<file path="config.mk">
export PLATFORM = sky130hd
export DESIGN_NAME = uart_rx_stream
export DESIGN_NICKNAME = d
export VERILOG_FILES = /design/src/rtl/uart_rx_pkg.sv /design/src/rtl/uart_rx_fifo_buf.sv /design/src/rtl/uart_rx_stream.sv
export SDC_FILE = /design/constraint.sdc
export NUM_CORES = 1
export LEC_CHECK = 0
export ABC_AREA = 0
export CAP_MARGIN = 30
export CORE_ASPECT_RATIO = 2
export CORE_MARGIN = 2
export CORE_UTILIZATION = 25
export CTS_CLUSTER_DIAMETER = 100
export DETAILED_ROUTE_END_ITERATION = 12
export DONT_BUFFER_PORTS = 1
export PLACE_DENSITY_LB_ADDON = 0.08
export SYNTH_ARGS = -nofsm -noshare
export SYNTH_HDL_FRONTEND = slang
export SYNTH_HIERARCHICAL = 1
export SYNTH_SLANG_ARGS = --single-unit
</file>
<file path="constraint.sdc">
create_clock -name ACLK -period 6.1 [get_ports ACLK]
set_clock_uncertainty 0.05 [all_clocks]
set_input_delay 0.61 -clock ACLK [delete_from_list [all_inputs] [get_ports ACLK]]
set_output_delay 0.61 -clock ACLK [all_outputs]
set_load 0.03 [all_outputs]
</file>
<file path="src/rtl/uart_rx_pkg.sv">
// -----------------------------------------------------------------------------
// uart_rx_pkg
// Shared types and constants for the uart_rx_stream receiver:
//   state_e    receiver frame-tracking states
//   parity_e   encoding of the cfg_parity input
//   TUSER_*    bit positions inside m_tuser
//   OVERSAMPLE oversampling ratio and the tick positions used inside a bit
//   majority3  2-of-3 vote helper
// -----------------------------------------------------------------------------
package uart_rx_pkg;

    localparam int OVERSAMPLE    = 16;
    localparam int OS_WIDTH      = $clog2(OVERSAMPLE);
    localparam int SAMPLE_A_TICK = 7;
    localparam int SAMPLE_B_TICK = 8;
    localparam int VOTE_TICK     = 9;
    localparam int BIT_END_TICK  = OVERSAMPLE - 1;

    localparam int TUSER_PERR = 0;
    localparam int TUSER_FERR = 1;
    localparam int TUSER_BRK  = 2;

    // One FIFO word: {tuser[2:0], tdata[7:0]}
    localparam int RX_WORD_WIDTH = 11;

    typedef enum logic [2:0] {
        IDLE,
        START,
        DATA,
        PARITY,
        STOP1,
        STOP2,
        BRKWAIT
    } state_e;

    typedef enum logic [1:0] {
        PAR_NONE     = 2'd0,
        PAR_ODD      = 2'd1,
        PAR_EVEN     = 2'd2,
        PAR_NONE_ALT = 2'd3
    } parity_e;

    function automatic logic majority3(input logic a, input logic b, input logic c);
        return (a & b) | (a & c) | (b & c);
    endfunction

endpackage

</file>
<file path="src/rtl/uart_rx_fifo_buf.sv">
// -----------------------------------------------------------------------------
// uart_rx_fifo_buf
// Synchronous show-ahead FIFO. The head word is presented combinationally
// whenever the FIFO is non-empty (forced to zero when empty).
// Ports:
//   ACLK, ARESETn  clock, synchronous active-low reset
//   push           write request; accepted when not full, or when full and a
//                  pop happens in the same cycle
//   push_data      word to write
//   ready          consumer accepts head (pop when valid && ready)
//   valid          FIFO non-empty
//   head           word at the read pointer
//   count          entries held, 0..DEPTH
//   overflow       a push was rejected this cycle (full, no concurrent pop)
// -----------------------------------------------------------------------------
module uart_rx_fifo_buf #(
    parameter int WIDTH     = 11,
    parameter int DEPTH     = 16,
    parameter int CNT_WIDTH = $clog2(DEPTH) + 1
) (
    input  logic                 ACLK,
    input  logic                 ARESETn,
    input  logic                 push,
    input  logic [WIDTH-1:0]     push_data,
    input  logic                 ready,
    output logic                 valid,
    output logic [WIDTH-1:0]     head,
    output logic [CNT_WIDTH-1:0] count,
    output logic                 overflow
);

    localparam int PTR_WIDTH = $clog2(DEPTH);

    logic [WIDTH-1:0]     mem [DEPTH];
    logic [PTR_WIDTH-1:0] wr_ptr;
    logic [PTR_WIDTH-1:0] rd_ptr;
    logic                 full;
    logic                 empty;
    logic                 pop;
    logic                 wr_en;

    assign empty    = (count == '0);
    assign full     = (count == CNT_WIDTH'(DEPTH));
    assign pop      = !empty && ready;
    // When full, the concurrent pop frees the slot the write lands in.
    assign wr_en    = push && (!full || pop);
    assign overflow = push && full && !pop;

    assign valid = !empty;
    assign head  = empty ? '0 : mem[rd_ptr];

    // NOTE: storage has no reset; only pointers and count define which
    // entries are meaningful, and head is masked while empty.
    always_ff @(posedge ACLK) begin
        if (wr_en) begin
            mem[wr_ptr] <= push_data;
        end
    end

    // Depth is a power of two, so pointers wrap by natural overflow.
    always_ff @(posedge ACLK) begin
        if (!ARESETn) begin
            wr_ptr <= '0;
            rd_ptr <= '0;
            count  <= '0;
        end else begin
            if (wr_en) begin
                wr_ptr <= wr_ptr + PTR_WIDTH'(1);
            end
            if (pop) begin
                rd_ptr <= rd_ptr + PTR_WIDTH'(1);
            end
            case ({wr_en, pop})
                2'b10:   count <= count + CNT_WIDTH'(1);
                2'b01:   count <= count - CNT_WIDTH'(1);
                default: count <= count;
            endcase
        end
    end

endmodule

</file>
<file path="src/rtl/uart_rx_stream.sv">
// -----------------------------------------------------------------------------
// uart_rx_stream
// 16x oversampling UART receiver with 2-of-3 majority voting, runtime frame
// format, parity/framing/break/overrun detection and a show-ahead receive FIFO
// presented as a valid/ready stream.
// Ports:
//   ACLK, ARESETn   clock, synchronous active-low reset
//   srx             asynchronous serial input, idle high
//   cfg_en          receiver enable (0 aborts any frame in progress)
//   cfg_div         ACLK cycles per 1/16 bit (0 behaves as 1)
//   cfg_width       0..3 -> 5..8 data bits
//   cfg_parity      0/3 none, 1 odd, 2 even
//   cfg_stop        0 one stop bit, 1 two stop bits
//   m_tvalid/m_tready/m_tdata/m_tuser  receive stream (tuser = {brk, ferr, perr})
//   fifo_count      entries held in the FIFO
//   overrun         sticky character-dropped flag, cleared by overrun_clr
// -----------------------------------------------------------------------------
module uart_rx_stream
    import uart_rx_pkg::*;
#(
    parameter int FIFO_DEPTH = 16,
    parameter int DIV_WIDTH  = 16,
    parameter int CNT_WIDTH  = $clog2(FIFO_DEPTH) + 1
) (
    input  logic                 ACLK,
    input  logic                 ARESETn,
    input  logic                 srx,
    input  logic                 cfg_en,
    input  logic [DIV_WIDTH-1:0] cfg_div,
    input  logic [1:0]           cfg_width,
    input  logic [1:0]           cfg_parity,
    input  logic                 cfg_stop,
    output logic                 m_tvalid,
    output logic [7:0]           m_tdata,
    output logic [2:0]           m_tuser,
    input  logic                 m_tready,
    output logic [CNT_WIDTH-1:0] fifo_count,
    output logic                 overrun,
    input  logic                 overrun_clr
);

    logic                     sync1;
    logic                     sync2;
    logic                     sync_prev;
    logic                     fall;

    logic [DIV_WIDTH-1:0]     div_cnt;
    logic [DIV_WIDTH-1:0]     div_reload;
    logic                     tick;
    logic [OS_WIDTH-1:0]      os_cnt;
    logic                     samp_a;
    logic                     samp_b;
    logic                     vote;
    logic                     vote_tick;
    logic                     bit_end;

    state_e                   state_q;
    state_e                   state_d;
    logic                     frame_start;

    logic [1:0]               lat_width;
    parity_e                  lat_parity;
    logic                     lat_stop;
    logic                     par_en;
    logic [2:0]               last_idx;

    logic [7:0]               data_q;
    logic [2:0]               bit_idx;
    logic                     perr_q;
    logic                     ferr_q;
    logic                     brk_q;
    logic                     par_bit_q;
    logic                     brk_now;

    logic                     push;
    logic [RX_WORD_WIDTH-1:0] push_word;
    logic [RX_WORD_WIDTH-1:0] head;
    logic                     fifo_overflow;

    assign fall        = sync_prev && !sync2;
    assign div_reload  = (cfg_div == '0) ? '0 : cfg_div - DIV_WIDTH'(1);
    assign tick        = (state_q != IDLE) && (div_cnt == '0);
    assign vote_tick   = tick && (os_cnt == OS_WIDTH'(VOTE_TICK));
    assign bit_end     = tick && (os_cnt == OS_WIDTH'(BIT_END_TICK));
    assign vote        = majority3(samp_a, samp_b, sync2);
    assign par_en      = (lat_parity == PAR_ODD) || (lat_parity == PAR_EVEN);
    assign last_idx    = 3'(lat_width) + 3'd4;
    assign frame_start = (state_q == IDLE) && (state_d == START);
    // Unused data bits stay zero from frame start, so a whole-byte compare works.
    assign brk_now     = (data_q == '0) && !par_bit_q && !vote;

    // NOTE: sequential state is written with non-blocking assignments only,
    // so every register samples the pre-edge value of its sources.
    always_ff @(posedge ACLK) begin
        if (!ARESETn) begin
            state_q <= IDLE;
        end else begin
            state_q <= state_d;
        end
    end

    // Next state and push generation. Pushing at the stop-bit vote leaves the
    // second half of the stop bit for catching the next start edge.
    always_comb begin
        // NOTE: defaults first so no path leaves a variable unassigned (no latch).
        state_d   = state_q;
        push      = 1'b0;
        push_word = '0;
        if (!cfg_en) begin
            state_d = IDLE;
        end else begin
            case (state_q)
                IDLE: begin
                    if (fall) begin
                        state_d = START;
                    end
                end
                START: begin
                    if (vote_tick && vote) begin
                        state_d = IDLE;
                    end else if (bit_end) begin
                        state_d = DATA;
                    end
                end
                DATA: begin
                    if (bit_end && (bit_idx == last_idx)) begin
                        state_d = par_en ? PARITY : STOP1;
                    end
                end
                PARITY: begin
                    if (bit_end) begin
                        state_d = STOP1;
                    end
                end
                STOP1: begin
                    if (vote_tick && !lat_stop) begin
                        push                       = 1'b1;
                        push_word[7:0]             = data_q;
                        push_word[8 + TUSER_PERR]  = perr_q;
                        push_word[8 + TUSER_FERR]  = !vote;
                        push_word[8 + TUSER_BRK]   = brk_now;
                        state_d                    = brk_now ? BRKWAIT : IDLE;
                    end else if (bit_end) begin
                        state_d = STOP2;
                    end
                end
                STOP2: begin
                    if (vote_tick) begin
                        push                       = 1'b1;
                        push_word[7:0]             = data_q;
                        push_word[8 + TUSER_PERR]  = perr_q;
                        push_word[8 + TUSER_FERR]  = ferr_q || !vote;
                        push_word[8 + TUSER_BRK]   = brk_q;
                        state_d                    = brk_q ? BRKWAIT : IDLE;
                    end
                end
                BRKWAIT: begin
                    if (sync2) begin
                        state_d = IDLE;
                    end
                end
                default: state_d = IDLE;
            endcase
        end
    end

    // Synchronizer, oversample timing and frame datapath.
    always_ff @(posedge ACLK) begin
        if (!ARESETn) begin
            sync1      <= 1'b1;
            sync2      <= 1'b1;
            sync_prev  <= 1'b1;
            div_cnt    <= '0;
            os_cnt     <= '0;
            samp_a     <= 1'b1;
            samp_b     <= 1'b1;
            lat_width  <= 2'd3;
            lat_parity <= PAR_NONE;
            lat_stop   <= 1'b0;
            data_q     <= '0;
            bit_idx    <= '0;
            perr_q     <= 1'b0;
            ferr_q     <= 1'b0;
            brk_q      <= 1'b0;
            par_bit_q  <= 1'b0;
        end else begin
            sync1     <= srx;
            sync2     <= sync1;
            sync_prev <= sync2;

            // Held in reload while idle so the first tick lands a full
            // divisor period after the start edge.
            if (state_q == IDLE || div_cnt == '0) begin
                div_cnt <= div_reload;
            end else begin
                div_cnt <= div_cnt - DIV_WIDTH'(1);
            end

            if (state_q == IDLE) begin
                os_cnt <= '0;
            end else if (tick) begin
                os_cnt <= os_cnt + OS_WIDTH'(1);
            end

            if (tick && os_cnt == OS_WIDTH'(SAMPLE_A_TICK)) begin
                samp_a <= sync2;
            end
            if (tick && os_cnt == OS_WIDTH'(SAMPLE_B_TICK)) begin
                samp_b <= sync2;
            end

            if (frame_start) begin
                lat_width  <= cfg_width;
                lat_parity <= parity_e'(cfg_parity);
                lat_stop   <= cfg_stop;
                data_q     <= '0;
                bit_idx    <= '0;
                perr_q     <= 1'b0;
                ferr_q     <= 1'b0;
                brk_q      <= 1'b0;
                par_bit_q  <= 1'b0;
            end

            if (state_q == DATA) begin
                if (vote_tick) begin
                    data_q[bit_idx] <= vote;
                end
                if (bit_end) begin
                    bit_idx <= bit_idx + 3'd1;
                end
            end

            if (state_q == PARITY && vote_tick) begin
                par_bit_q <= vote;
                // XOR over data and parity bit is 1 when the total ones count is odd.
                perr_q    <= (lat_parity == PAR_ODD) ? !(^{data_q, vote}) : (^{data_q, vote});
            end

            if (state_q == STOP1 && vote_tick) begin
                ferr_q <= !vote;
                brk_q  <= brk_now;
            end
        end
    end

    uart_rx_fifo_buf #(
        .WIDTH     (RX_WORD_WIDTH),
        .DEPTH     (FIFO_DEPTH),
        .CNT_WIDTH (CNT_WIDTH)
    ) u_fifo (
        .ACLK      (ACLK),
        .ARESETn   (ARESETn),
        .push      (push),
        .push_data (push_word),
        .ready     (m_tready),
        .valid     (m_tvalid),
        .head      (head),
        .count     (fifo_count),
        .overflow  (fifo_overflow)
    );

    assign m_tdata = head[7:0];
    assign m_tuser = head[RX_WORD_WIDTH-1:8];

    // A new drop in the same cycle as a clear leaves the flag set.
    always_ff @(posedge ACLK) begin
        if (!ARESETn) begin
            overrun <= 1'b0;
        end else if (fifo_overflow) begin
            overrun <= 1'b1;
        end else if (overrun_clr) begin
            overrun <= 1'b0;
        end
    end

endmodule

</file>
# --- Yosys cells after proc, flatten, opt, wreduce, memory -nomap -nowiden ---
# Memories as Yosys holds them, arrays and structs flattened. A register that Yosys moved wholly into a read port is not among the register bits.
# Index checks and enable logic that the tools add are counted.
op_classes:
  add_sub_neg: 9
  order_cmp: 2
  eq_ne: 17
  n_mux: 48
  bitwise_logic: 6
  n_reduce_logical: 43
op_table:
  columns: ["operator", "count"]
  rows:
  - ["3-bit 2-to-1 mux", 16]
  - ["11-bit 2-to-1 mux", 4]
  - ["16-bit logical NOT", 2]
  - ["16-bit 2-to-1 mux", 2]
  - ["8-bit 2-to-1 mux", 4]
  - ["16-bit by 1-bit subtractor with 16-bit output (second input constant)", 2]
  - ["11-bit one-hot mux with 2 select lines", 1]
  - ["3-bit one-hot mux with 7 select lines", 1]
  - ["1-bit logical AND", 19]
  - ["1-bit 2-to-1 mux", 14]
  - ["4-bit by 1-bit adder with 4-bit output (second input constant)", 3]
  - ["4-bit equality test (second input constant)", 3]
  - ["5-bit one-hot mux with 2 select lines", 1]
  - ["3-bit equality test (second input constant)", 3]
  - ["9-bit parity", 1]
  - ["8-bit bitwise mux", 1]
  - ["1-bit logical NOT", 8]
  - ["8-bit logical NOT", 1]
  - ["4-bit 2-to-1 mux", 2]
  - ["2-bit nonzero test", 4]
  - ["3-bit by 1-bit equality test with 1-bit output (second input constant)", 2]
  - ["3-bit by 2-bit equality test with 1-bit output (second input constant)", 2]
  - ["5-bit by 1-bit adder with 5-bit output (second input constant)", 1]
  - ["5-bit equality test (second input constant)", 1]
  - ["19 further kinds", 27]
word_totals:
  regBits: 62
  ram_bits: 176
  inputBits: 27
  output_inout_bits: 18
  wordCells: 147
  memories: 1
mem_list:
  columns: ["name", "words", "width", "read_ports", "rd_clocked_by_memory_dff", "write_ports", "line_no", "rtl"]
  rows:
  - ["u_fifo.mem", 16, 11, 1, 1, 1, "uart_rx_fifo_buf.sv:34", "logic [WIDTH-1:0] mem [DEPTH];"]

# --- Longest topological paths before layout ---
logic_depth:
  depth_word: 16
  mapped_depth: 15
  mapped_depth_nobuf: 13

# --- By module ---
# Netlist, hierarchy kept.
modules_own_cells:
  columns: ["mod", "n_inst", "cells_each", "area_per_inst_um2", "seq_area_each_um2"]
  rows:
  - ["uart_rx_fifo_buf", 1, 387, 7686.1, 5625.4]
  - ["uart_rx_stream", 1, 364, 2990.4, 980.9]

# --- Least setup slack after synthesis ---
# Ideal clock, no wire load.
synth_path:
  path_kind: "register to register"
  start: "reg div_cnt[9]"
  end: "mem u_fifo.mem[0][0], enable pin"
  setup_ns: 0.408
  t_arrival_ns: 3.698
  required_ns: 5.642
  slack_ns: 1.944
  stages_incl_launch_ff: 9
  n_path_buf: 2
  synth_period_minus_slack_ns: 4.156
  cell_sequence: "dfxtp_1 or4_1 nor4_1 nand4_1 nor4b_1 buf_2 clkbuf_1 o21ai_4 nor4_1"
synth_via:
  elab_chain_cells: 10
  word_cells_on_any_way: 11
  classes_between: "6 x mux; 5 x reduce/logical"
synth_lines:
  columns: ["item", "line_no", "rtl"]
  rows:
  - ["start, declared", "uart_rx_stream.sv:47", "logic [DIV_WIDTH-1:0] div_cnt;"]
  - ["start signal, assigned", "uart_rx_stream.sv:194", "div_cnt <= div_reload;"]
  - ["start signal, assigned", "uart_rx_stream.sv:196", "div_cnt <= div_cnt - DIV_WIDTH'(1);"]
  - ["16-bit logical NOT *", "uart_rx_stream.sv:82", "assign tick = (state_q != IDLE) && (div_cnt == '0);"]
  - ["1-bit logical AND *", "uart_rx_stream.sv:82", null]
  - ["1-bit logical AND *", "uart_rx_stream.sv:83", "assign vote_tick = tick && (os_cnt == OS_WIDTH'(VOTE_TICK));"]
  - ["1-bit logical AND", "uart_rx_stream.sv:136", "if (vote_tick && !lat_stop) begin"]
  - ["1-bit 2-to-1 mux", "uart_rx_stream.sv:136", null]
  - ["1-bit one-hot mux with 2 select lines *", "uart_rx_stream.sv:112", "case (state_q)"]
  - ["1-bit 2-to-1 mux *", "uart_rx_stream.sv:109", "if (!cfg_en) begin"]
  - ["net push", "uart_rx_stream.sv:75", "logic push;"]
  - ["1-bit logical AND *", "uart_rx_fifo_buf.sv:46", "assign wr_en = push && (!full || pop);"]
  - ["1-bit 2-to-1 mux *", "uart_rx_fifo_buf.sv:55", "if (wr_en) begin"]
  - ["1-bit 2-to-1 mux (implied by the code) *", "uart_rx_fifo_buf.sv:56", "mem[wr_ptr] <= push_data;"]
  - ["end, declared", "uart_rx_fifo_buf.sv:34", null]
# The timed path passes the listed nets; every way through them passes the cells marked *.

# --- Worst setup path after layout ---
layout_path:
  start: "reg div_cnt[9]"
  end: "reg u_fifo.count[4]"
layout_via:
  elab_chain_cells: 10
  word_cells_on_any_way: 13
  classes_between: "2 x eq/ne; 5 x mux; 6 x reduce/logical"
layout_lines:
  columns: ["item", "line_no", "rtl"]
  rows:
  - ["16-bit logical NOT *", "uart_rx_stream.sv:82", null]
  - ["1-bit logical AND *", "uart_rx_stream.sv:82", null]
  - ["1-bit logical AND *", "uart_rx_stream.sv:83", null]
  - ["1-bit logical AND", "uart_rx_stream.sv:136", null]
  - ["1-bit 2-to-1 mux", "uart_rx_stream.sv:136", null]
  - ["1-bit one-hot mux with 2 select lines *", "uart_rx_stream.sv:112", null]
  - ["1-bit 2-to-1 mux *", "uart_rx_stream.sv:109", null]
  - ["1-bit logical AND *", "uart_rx_fifo_buf.sv:46", null]
  - ["2-bit by 1-bit equality test with 1-bit output / 2-bit equality test (equally long branches)", "uart_rx_fifo_buf.sv:73", "case ({wr_en, pop})"]
  - ["5-bit one-hot mux with 2 select lines / 2-bit nonzero test (equally long branches)", null, null]
  - ["end signal, assigned", "uart_rx_fifo_buf.sv:74", "2'b10: count <= count + CNT_WIDTH'(1);"]
  - ["end signal, assigned", "uart_rx_fifo_buf.sv:75", "2'b01: count <= count - CNT_WIDTH'(1);"]
  - ["end signal, assigned", "uart_rx_fifo_buf.sv:76", "default: count <= count;"]
  - ["end, declared", "uart_rx_fifo_buf.sv:28", "output logic [CNT_WIDTH-1:0] count,"]
# Every way passes the cells marked *; elsewhere a longest branch is shown, timed or not.
# A chain may end at the register's enable or synchronous reset.

==> impl_metrics.sql <==
INSERT INTO impl_metrics (metric_group, metric, value, unit) VALUES
('route', 'wirelength', '29.6', 'mm'),
('route', 'detailroute.via_count', '6157', ''),
('power_and_ir_drop', 'power.leakage', '0.00345', 'µW'),
('clock_network', 'worst_skew_pair.late_latency', '550', 'ps'),
('synthesis', 'netlist-cell-type-count', '61', ''),
('min_path', 'hold-path-cell-count', '1', ''),
('critical_path', 'critical_path.max_fanout', '19', ''),
('power_and_ir_drop', 'power.combinational.fraction', '0.150', ''),
('run_status', 'result_of_the_run', 'completed', ''),
('timing', 'maxClockFrequency', '226', 'MHz'),
('power_and_ir_drop', 'clock_power_share', '0.376', ''),
('critical_path', 'worstPathArrival', '4810', 'ps'),
('global_routing', 'largest_net_degree_at_the_start_of_global_routing', '56', ''),
('floorplanning', 'dieHeight', '296', 'µm'),
('min_path', 'hold_end', 'samp_a', ''),
('clock_network', 'cts.htree.levels', '1', ''),
('final_layout', 'diodes', '0', ''),
('critical_path', 'cp.required', '6480', 'ps'),
('critical_path', 'end_kind', 'register', ''),
('route', 'drt_drc_violations_left', '0', ''),
('route', 'detail-route-antenna-nets', '0', ''),
('timing', 'rsz0062_at_grt', 'false', ''),
('timing', 'timing_worst_slew_pin_value', '943', 'ps'),
('clock_network', 'post_cts_resize_count', '0', ''),
('min_path', 'worstHoldStart', 'ARESETn', ''),
('placement', 'count_of_input_and_output_buffers', '0', ''),
('critical_path', 'worst_path_dominant_cell_family', 'simple AND/OR/NAND/NOR gates', ''),
('clock_network', 'cts_tree', 'built', ''),
('clock_network', 'ctsRootBufferMaster', 'clkbuf_16', ''),
('synthesis', 'post_synth.cell_area_avg', '14.2', 'µm²'),
('critical_path', 'worst_r2r_path_depth', '13', ''),
('synthesis', 'synth-edff-count', '176', ''),
('route', 'violation_count_after_the_first_detailed_route_iteration', '247', ''),
('global_routing', 'first_pass_grt_wire_length', '43.5', 'mm'),
('final_layout', 'layout-drive-gt1-share', '0.151', ''),
('synthesis', 'postSynth.asyncResetShare', '0', ''),
('min_path', 'min-delay-path-class', 'in2reg', ''),
('clock_network', 'post-cts-setup-buffers', '0', ''),
('critical_path', 'critical_path.startpoint_type', 'register', ''),
('critical_path', 'critical_path.n_buffers_inverters', '1', ''),
('critical_path', 'max_stage_delay', '850', 'ps'),
('floorplanning', 'boundaryPins', '45', ''),
('final_layout', 'area_growth', '13.4', '%'),
('floorplanning', 'core.rowCount', '107', ''),
('route', 'first_pass_iters', '4', ''),
('timing', 'tns', '0', 'ps'),
('synthesis', 'synth-seq-cells', '242', ''),
('critical_path', 'flop2flop_setup_slack', '1670', 'ps'),
('placement', 'final_estimated_routing_congestion_in_global_placement', '0.729', ''),
('final_layout', 'nets', '797', ''),
('global_routing', 'initial_antenna_violation_count', '0', ''),
('synthesis', 'postSynthNetCount', '793', ''),
('power_and_ir_drop', 'switching_power', '1120', 'µW'),
('floorplanning', 'die_w', '150', 'µm'),
('floorplanning', 'floorplan.die_area', '0.0445', 'mm²'),
('timing', 'post-route-min-period', '4430', 'ps'),
('synthesis', 'ys.warnings.count', '6', ''),
('clock_network', 'cts_max_path_buffers', '3', ''),
('final_layout', 'final_common_cell', 'edfxtp_1', ''),
('floorplanning', 'core', '0.0424', 'mm²'),
('synthesis', 'synth.yosys.seq_area_share', '0.619', ''),
('timing', 'final-hold-violation-count', '0', ''),
('timing', 'slew_headroom', '0.366', ''),
('global_routing', 'grt_usage', '0.136', ''),
('timing', 'hold_slack', '107', 'ps'),
('power_and_ir_drop', 'cellInternalPower', '2810', 'µW'),
('power_and_ir_drop', 'power.share.sequential', '0.474', ''),
('critical_path', 'cp-startpoint', 'div_cnt[9]', ''),
('clock_network', 'cts_hold_buffers', '0', ''),
('clock_network', 'cts.reportedPaths.clkPinSlew', '60', 'ps'),
('synthesis', 'post_synth_inst_count', '751', '');
## how the worst max path moves through the flow
stage / to / slack (ps) / cells past startpoint
after global routing: u_fifo/mem[5][4] / 1420 / 8
final: u_fifo/count[4] / 1670 / 13
after global placement: u_fifo/mem[13][0] / 1680 / 7
after floorplan: u_fifo/mem[0][0] / 1940 / 8
after CTS: u_fifo/mem[14][7] / 1650 / 7
after detailed placement: u_fifo/mem[14][0] / 1680 / 7
## power by group through the flow
stage	logic, µW	registers [µW]	clock network [µW]
after CTS	612	1870	1540
after detailed placement	610	1900	0
after global routing	634	1870	1590
after floorplan	517	1850	0
after global placement	606	1900	0
final	591	1860	1480
## per-layer routing
metal	global-route usage	routed length (µm)	vias up
met4	0.0495	924	0
met1	0.128	9930	3142
met5	0	0	-
met3	0.0158	781	41
met2	0.286	18000	94
li1	-	-	2880
## cell type report
type                    instances  area (µm²)
clock buffers                  33         677
clock inverters                13         100
fillers                      4208       30300
inverters                      18        67.6
multi-input cells             455        3870
flip-flops and latches        242        6610
well taps                     545         682
repair buffers                 12         101
## registers in the layout (all words and copies together) (netlist names), 3 cells and up, named ones only
name / count
bit_idx: 3
data_q: 8
div_cnt: 16
os_cnt: 4
state_q: 3
u_fifo/count: 5
u_fifo/mem: 176
u_fifo/rd_ptr: 4
u_fifo/wr_ptr: 4
## cells by family (layout without fill, tap and decap cells)
logic type | count (synthesis) | in the layout | synth area share
buf+inv | 54 | 76 | 0.0220
fa+ha+maj | 16 | 16 | 0.0185
xor+xnor | 43 | 43 | 0.0353
mux | 82 | 82 | 0.128
simple gates | 223 | 223 | 0.116
flops | 242 | 242 | 0.619
compound gates | 91 | 91 | 0.0607
## cell usage after synthesis (all sizes together) (3+ instances only)
cell    count  area share
or3         7      0.0052
or4         6      0.0049
nor2       35       0.012
clkbuf     23      0.0081
edfxtp    176        0.50
nor3       17      0.0080
nand4       4      0.0023
nand2b     15      0.0088
o211ai      3      0.0021
a31o        3      0.0025
xnor2      35       0.029
a21oi      14      0.0076
nor4       12      0.0070
or2         4      0.0023
a21boi      4      0.0028
inv        18      0.0063
o21ai      17      0.0097
nor3b       6      0.0042
and2       40       0.023
ha         15       0.018
o22ai      24       0.014
mux2i      38       0.036
o21a        8      0.0063
nand2      31       0.011
nand3      23       0.011
mux4       44       0.093
nor2b       8      0.0047
and3        4      0.0023
o31ai       3      0.0034
o311ai      3      0.0025
xor2        8      0.0066
buf        13      0.0076
dfxtp      66        0.12
## through the flow
stage           util  total power, µW  area, µm²  worst slack (ps)  cells
2_1_floorplan      -             2370      10700              1940    751
3_3_place_gp   0.266             2510      11300              1680   1268
3_5_place_dp   0.267             2510      11300              1680   1271
4_1_cts        0.285             4010      12100              1650   1317
5_1_grt        0.285             4100      12100              1420   1318
6_report       0.285             3930      12100              1670   1318
No activity file was read; power rests on OpenSTA's default activity.
